[src/rtl/layer_vector_feeder_if.sv]
// rtl/layer_vector_feeder_if.sv - activation word stream into the layer vector feeder
interface layer_vector_feeder_if #(
    parameter int DW = 32
);
    logic [DW-1:0] in_data;
    logic          in_valid;
    logic          in_last;
    logic          in_ready;

    modport master (output in_data, output in_valid, output in_last, input in_ready);
    modport slave  (input in_data, input in_valid, input in_last, output in_ready);
endinterface

[src/rtl/layer_vector_feeder.sv]
// rtl/layer_vector_feeder.sv - assembles activation words into a vector, launches it, tracks bank latency
module layer_vector_feeder #(
    parameter int NUM_IN = 15,
    parameter int DW     = 32,
    parameter int LAT    = 3
) (
    input  logic                   clk,
    input  logic                   reset,
    layer_vector_feeder_if.slave   s,
    input  logic                   hold,
    output logic [NUM_IN*DW-1:0]   a_bus,
    output logic                   vec_valid,
    output logic                   res_valid,
    output logic                   misalign,
    output logic [5:0]             count
);
    typedef enum logic {FILL, FULL} state_t;

    localparam logic [6:0] K_LAST = 7'(NUM_IN - 1);

    state_t                state;
    logic [6:0]            k;
    logic [DW-1:0]         shadow [NUM_IN];
    logic [LAT-1:0]        lat_sr;
    logic [NUM_IN*DW-1:0]  launch_vec;

    assign s.in_ready = (state == FILL);
    assign res_valid  = lat_sr[LAT-1];
    assign count      = (k > 7'd63) ? 6'd63 : k[5:0];

    // In FILL a launch can only be the fast path, so the final word comes straight from the stream.
    always_comb begin
        launch_vec = '0;
        for (int i = 0; i < NUM_IN; i++) begin
            launch_vec[i*DW +: DW] = shadow[i];
        end
        if (state == FILL) begin
            launch_vec[(NUM_IN-1)*DW +: DW] = s.in_data;
        end
    end

    always_ff @(posedge clk or negedge reset) begin
        if (!reset) begin
            state     <= FILL;
            k         <= '0;
            a_bus     <= '0;
            vec_valid <= 1'b0;
            misalign  <= 1'b0;
            lat_sr    <= '0;
            for (int i = 0; i < NUM_IN; i++) begin
                shadow[i] <= '0;
            end
        end else begin
            vec_valid <= 1'b0;
            lat_sr    <= (lat_sr << 1) | LAT'(vec_valid);
            case (state)
                FILL: begin
                    if (s.in_valid) begin
                        if (k == K_LAST) begin
                            shadow[NUM_IN-1] <= s.in_data;
                            if (!s.in_last) begin
                                misalign <= 1'b1;
                            end
                            if (hold) begin
                                state <= FULL;
                                k     <= 7'(NUM_IN);
                            end else begin
                                a_bus     <= launch_vec;
                                vec_valid <= 1'b1;
                                k         <= '0;
                            end
                        end else if (s.in_last) begin
                            // Early in_last: drop the word and the partial vector.
                            misalign <= 1'b1;
                            k        <= '0;
                        end else begin
                            for (int i = 0; i < NUM_IN - 1; i++) begin
                                if (k == 7'(i)) begin
                                    shadow[i] <= s.in_data;
                                end
                            end
                            k <= k + 7'd1;
                        end
                    end
                end
                FULL: begin
                    if (!hold) begin
                        a_bus     <= launch_vec;
                        vec_valid <= 1'b1;
                        k         <= '0;
                        state     <= FILL;
                    end
                end
                default: state <= FILL;
            endcase
        end
    end
endmodule
[src/flat_wrapper.sv]
// flat-port wrapper written by rule: the top's interface ports become plain ports
module layer_vector_feeder_flat 
#(
    parameter int NUM_IN = 15,
    parameter int DW     = 32,
    parameter int LAT    = 3
)
  (clk, reset, hold, a_bus, vec_valid, res_valid, misalign, count, s_in_data, s_in_valid, s_in_last, s_in_ready);
  layer_vector_feeder_if #(.DW(DW)) s_i ();
  input  logic clk;
  input  logic reset;
  input  logic hold;
  output logic [NUM_IN*DW-1:0] a_bus;
  output logic vec_valid;
  output logic res_valid;
  output logic misalign;
  output logic [5:0] count;
  input wire logic [$bits(s_i.in_data)-1:0] s_in_data;
  input wire logic [$bits(s_i.in_valid)-1:0] s_in_valid;
  input wire logic [$bits(s_i.in_last)-1:0] s_in_last;
  output wire logic [$bits(s_i.in_ready)-1:0] s_in_ready;
  assign s_i.in_data = s_in_data;
  assign s_i.in_valid = s_in_valid;
  assign s_i.in_last = s_in_last;
  assign s_in_ready = s_i.in_ready;
  layer_vector_feeder #(.NUM_IN(NUM_IN), .DW(DW), .LAT(LAT)) u_core (.clk(clk), .reset(reset), .s(s_i), .hold(hold), .a_bus(a_bus), .vec_valid(vec_valid), .res_valid(res_valid), .misalign(misalign), .count(count));
endmodule
[config.mk]
export PLATFORM = sky130hd
export DESIGN_NAME = layer_vector_feeder_flat
export DESIGN_NICKNAME = d
export VERILOG_FILES = /design/src/rtl/layer_vector_feeder_if.sv /design/src/rtl/layer_vector_feeder.sv /design/src/flat_wrapper.sv
export SDC_FILE = /design/constraint.sdc
export NUM_CORES = 1
export LEC_CHECK = 0
export CAP_MARGIN = 20
export CORE_ASPECT_RATIO = 0.6
export CORE_MARGIN = 10
export CORE_UTILIZATION = 55
export CTS_BUF_LIST = sky130_fd_sc_hd__clkbuf_8
export DETAILED_ROUTE_END_ITERATION = 12
export PLACE_DENSITY = 0.84
export SYNTH_ARGS = -nofsm -noshare
export SYNTH_HDL_FRONTEND = slang
export SYNTH_SLANG_ARGS = --single-unit
[constraint.sdc]
create_clock -name clk -period 2.97 [get_ports clk]
set_clock_uncertainty 0.2 [all_clocks]
set_input_delay 0.4455 -clock clk [delete_from_list [all_inputs] [get_ports clk]]
set_output_delay 0.4455 -clock clk [all_outputs]
set_load 0.1 [all_outputs]
**Word level (Yosys, flattened, before mapping)**

Index checks and enable logic that the tools add are counted.
W data, S select, Z words.

- Add/subtract/negate cells: 1
- $lt $le $gt $ge: 1
- Eq/ne operators: 18
- Multiplexer cells: 23
- Bitwise operators: 4
- Reduce and logical (&&, ||, !) cells: 20

Operators with widths:

| cell | number |
|---|---|
| $mux W480 | 3 |
| $pmux W480 S2 | 1 |
| $reduce_and A5 Y1 | 14 |
| $eq A7 B4 Y1 const B | 7 |
| $mux W32 | 1 |
| $eq A7 B3 Y1 const B | 4 |
| $mux W7 | 4 |
| $eq A7 B2 Y1 const B | 2 |
| $pmux W7 S2 | 1 |
| $mux W1 | 9 |
| $add A7 B1 Y7 const B | 1 |
| $eq A7 B1 Y1 const B | 1 |
| $gt A7 B6 Y1 const B | 1 |
| $logic_not A7 Y1 | 1 |
| $mux W6 | 1 |
| $ne A2 B2 Y1 const B | 3 |
| $mux W4 | 1 |
| $pmux W1 S2 | 2 |
| $reduce_and A2 Y1 | 2 |
| $reduce_and A4 Y1 | 1 |
| $not A1 Y1 | 3 |
| $or A3 B1 Y3 | 1 |
| $reduce_and A3 Y1 | 1 |
| $ne A2 B1 Y1 const B | 1 |
| $reduce_bool A2 Y1 | 1 |

- Register bits after elaboration: 973
- Bits of input ports: 37
- Output and inout port bits: 490
- Logic and storage cells: 88

**Longest topological paths before layout**

- Depth after elaboration: 5
- Depth in mapped cells: 9
- Gate-level depth less buffers: 6

**Least setup slack after synthesis**

OpenSTA, ideal clock, no wires.

- Path kind: flip-flop to flip-flop
- Start: register u_core.k[0]
- End: register u_core.a_bus[46]
- Arrival time: 2.235 ns
- Setup slack: 0.410 ns
- Stages on the path, launching flop included: 9
- Clock period less this slack: 2.560 ns
- Cell sequence: dfrtp_1 -> inv_1 -> ha_1 -> or4b_4 -> o22ai_1 -> buf_2 -> buf_4 -> buf_4 -> mux2_2

- Word-level cells in the longest chain between the ends: 3

RTL lines:

| what | RTL line | RTL |
|---|---|---|
| from (decl) | layer_vector_feeder.sv:22 | `logic [6:0] k;` |
| from (signal assigned) | layer_vector_feeder.sv:66 | `k <= 7'(NUM_IN);` |
| from (signal assigned) | layer_vector_feeder.sv:82 | `k <= k + 7'd1;` |
| $eq A7 B4 Y1 | layer_vector_feeder.sv:59 | `if (k == K_LAST) begin` |
| $ne A2 B1 Y1 (no line) | -- |  |
| $reduce_and A2 Y1 (no line) | -- |  |
| to (signal assigned) | layer_vector_feeder.sv:68 | `a_bus <= launch_vec;` |
| to (signal assigned) | layer_vector_feeder.sv:88 | `a_bus <= launch_vec;` |
| to (decl) | layer_vector_feeder.sv:11 | `output logic [NUM_IN*DW-1:0] a_bus,` |

No other way between the ends.
A chain may end at the register's enable or synchronous reset.

**Worst setup path in the final report**

- Start: register u_core.k[0]
- End: register u_core.a_bus[336]

Same word-level chain as after synthesis.

==> impl_metrics.env <==
export IMPL_cts_buffers=138
export IMPL_fin_crit_ns=2.845
export IMPL_hold_path_class="primary input to async pin"
export IMPL_yosysSeqAreaShare_pct=66.17
export IMPL_drive_gt1_share_pct=57.10
export IMPL_initialDrtViolationCount=1445
export IMPL_fp_dieArea_um2=77990
export IMPL_crit_end="u_core.a_bus[336]"
export IMPL_critPathSlowestCell="or4b_4"
export IMPL_crit_reg2reg_capture="u_core.a_bus[336]"
export IMPL_crit_chain="inv_1 -> ha_1 -> or4b_4 -> o22ai_4 -> buf_12 -> buf_4 -> mux2_2"
export IMPL_setup_violations_final=0
export IMPL_synth_avg_cell_area_um2=16.55
export IMPL_relSlewSlack_pct=39.39
export IMPL_cts_buffer_depth=3
export IMPL_grt_max_degree=98
export IMPL_synth_flop_cell="dfrtp_1"
export IMPL_cp_max_fo=21
export IMPL_clk_latency_ns=0.74
export IMPL_io_pins=527
export IMPL_crit_path_end_kind="flip-flop"
export IMPL_tightest_slew_ns=0.9063
export IMPL_slew_violations=0
export IMPL_fin_nets=2892
export IMPL_p_comb_share_pct=7.6
export IMPL_rsz0062_at_grt="false"
export IMPL_row_count=73
export IMPL_dr_pass1_iters=5
export IMPL_cts_sinks=973
export IMPL_drc=0
export IMPL_status="finished, final reports clean"
export IMPL_fin_tns_setup_ns=0
export IMPL_ir_drop_uv=382.9
export IMPL_startpoint="u_core.k[0]"
export IMPL_critPathMaxStageDelay_ns=0.53
export IMPL_power_frac_seq_pct=54.3
export IMPL_routed_wl_um=95360
export IMPL_cp_required_ns=3.39
export IMPL_p_clk_share_pct=38.0
export IMPL_synth_seq_cells=973
export IMPL_cellInternalPower_mw=20.69
export IMPL_crit_arrival_ns=3.26
export IMPL_synthToLayoutAreaGrowth_pct=23.00
export IMPL_total_power_mw=27.34
export IMPL_globalplace_congestion=0.8178
export IMPL_r2r_cells=7
export IMPL_antenna_found_initial=4
export IMPL_htree_levels=4
export IMPL_route_antenna_remaining_nets=0
export IMPL_p_leak_nw=23.67
export IMPL_portBuffers=526
export IMPL_grt_pass1_wl_um=144700
export IMPL_yosysWarnings=0
export IMPL_worstSetupPathType="flip-flop to flip-flop"
export IMPL_vias_per_cell=5.539
export IMPL_gr_total_overflow=0
export IMPL_synth_area_top_cells="dfrtp_1 66%, mux2_2 27%, mux2_1 1.7%"
export IMPL_worst_slack_ns=0.1249
export IMPL_synth_top_cell_by_area="dfrtp_1"
export IMPL_die_h_um=220.4
export IMPL_maxCapViolations=0
export IMPL_syn_area_um2=36800
export IMPL_die_x_um=353.9
export IMPL_routedWlPerCell_um=24.77
export IMPL_core_area_um2=66220
export IMPL_p_sw_share_pct=24.31
export IMPL_max_freq_ghz=0.3515
export IMPL_yosysUniqueCellTypes=43
export IMPL_cp_start_kind="flip-flop"
export IMPL_synthCells=2224
export IMPL_cts_tree="done"
export IMPL_switchingPower_mw=6.646
export IMPL_start_util_pct=55.57
export IMPL_syn_nets=2265
export IMPL_powerDensity_nw_per_um2=604.0
export IMPL_reg2reg_slack_ns=0.12
export IMPL_report_final_hold_viol_count=0
export IMPL_holdWs_ns=0.09006
export IMPL_dpl_hpwl_um=64760
export IMPL_synth_edff_count=0
export IMPL_timing_rr_start="u_core.k[0]"
export IMPL_synth_top_area_share_pct=66.17
export IMPL_antenna_cells=0
export IMPL_pre_cts_ws_ns=0.005493
export IMPL_groute_usage_overall_pct=24.04
export IMPL_clk_pin_slew_worst_paths_ns=0.07
export IMPL_grt_pass1_vias=23450
export IMPL_clock_root_buffer="clkbuf_8"
export IMPL_vias=21320
export IMPL_synthArstFlopShare_pct=100.0
export IMPL_period_share_pct=95.79
==> power by group through the flow <==
stage / combinational, mW / clock [mW] / sequential (mW)
floorplan: 1.10 / 0 / 15.1
global placement: 1.99 / 0 / 15.0
detailed placement: 2.11 / 0 / 15.1
CTS: 2.11 / 10.6 / 14.8
global route: 2.26 / 11.2 / 15.0
finish: 2.08 / 10.4 / 14.9
==> sequential cells by signal, indices dropped and copies added (netlist names) <==
name               cells
u_core.state           1
u_core.launch_vec    448
u_core.lat_sr          3
u_core.a_bus         480
u_core.k               7
u_core.vec_valid       1
u_core.shadow         32
u_core.misalign        1
==> critical path: cells and delay by family (launching register included) <==
kind / cells / cell delay (ns)
AND/OR/NAND/NOR: 1 / 0.53
multiplexers: 1 / 0.38
AO/OA/AOI/OAI: 1 / 0.21
buffers and inverters: 3 / 0.71
flip-flops: 1 / 0.46
adder cells (fa/ha/maj): 1 / 0.20
==> cell families (layout without fill, tap and decap cells) <==
family	after synthesis	after routing	share of synthesized area, %
xor+xnor	1	1	0.02380
flops	973	973	66.17
simple gates	88	88	1.363
buf+inv	149	874	2.322
compound gates	49	49	0.7209
fa+ha+maj	4	4	0.1360
mux	960	960	29.27
==> layout by cell type (no fill, tap or decap), types with 2 or more instances in the layout <==
cell	Yosys	final
clkdlybuf4s50_1	0	35
nand2_1	14	12
buf_12	0	38
or3_1	2	2
mux2_1	55	55
nor2_1	35	35
nand3b_1	2	2
o21ai_0	4	4
clkbuf_8	0	174
inv_6	0	4
or2_2	3	3
nand4b_1	2	2
nand3_1	10	3
inv_1	6	53
bufinv_16	0	2
nor2_4	0	4
dfrtp_1	973	972
nand4_1	2	2
mux2i_1	32	32
buf_16	0	2
clkinvlp_4	0	2
ha_1	4	4
clkinv_2	0	9
nor4b_2	2	2
a21oi_1	38	38
nor4_4	1	2
nand2_2	0	2
mux2_2	873	873
buf_4	50	552
nand3_2	0	7
==> worst min-delay path by stage <==
stage | startpoint | to | cells after the start
finish | reset | u_core.a_bus[270] | 2
global placement | u_core.lat_sr[0] | u_core.lat_sr[1] | 0
detailed placement | u_core.lat_sr[0] | u_core.lat_sr[1] | 0
floorplan | reset | u_core.a_bus[0] | 0
global route | reset | u_core.a_bus[270] | 2
CTS | reset | u_core.a_bus[270] | 2
==> stage by stage <==
step | cell area, µm² | util, % | std cells
floorplan | 36800 | - | 2224
global placement | 42480 | 64.15 | 3608
detailed placement | 42480 | 64.15 | 3608
CTS | 45220 | 68.28 | 3847
global route | 45260 | 68.35 | 3849
finish | 45260 | 68.35 | 3849
==> Yosys cell counts, types with 2 or more instances <==
| master | count |
|---|---|
| clkbuf_1 | 41 |
| buf_6 | 9 |
| dfrtp_1 | 973 |
| buf_4 | 50 |
| nand2_1 | 14 |
| mux2_1 | 55 |
| buf_1 | 11 |
| nor2_2 | 4 |
| a21oi_1 | 38 |
| nor4b_2 | 2 |
| inv_1 | 6 |
| nand3_1 | 10 |
| nand3b_1 | 2 |
| ha_1 | 4 |
| mux2i_1 | 32 |
| nor2_1 | 35 |
| o21ai_0 | 4 |
| nand4_1 | 2 |
| nand4b_1 | 2 |
| or3_1 | 2 |
| buf_2 | 32 |
| mux2_2 | 873 |
| or2_2 | 3 |
==> cell type report <==
class	count	area (µm²)
flip-flops and latches	973	24350
fillers	4265	20960
multi-input cells	1102	11680
repair buffers	630	5360
clock buffers	174	2395
well taps	900	1126
clock inverters	64	331.6
inverters	6	22.52
==> routing by layer <==
| layer | wire length, µm | up-vias | track usage, % |
|---|---|---|---|
| met3 | 6723 | 128 | 6.703 |
| met4 | 1713 | 2 | 6.099 |
| met2 | 47190 | 626 | 40.35 |
| met1 | 39720 | 11430 | 31.02 |
| li1 | - | 9134 | - |
| met5 | 9 | - | 0 |
==> timing repair <==
| item | in CTS | in global routing |
|---|---|---|
| setup endpoints to repair | 0 | 80 |
| buffers inserted | 0 | 1 |
| resized for setup | 0 | 2 |
| hold buffers | 1 | 0 |
| hold endpoints to repair | 249 | 0 |
No activity file was read; power rests on OpenSTA's default activity.
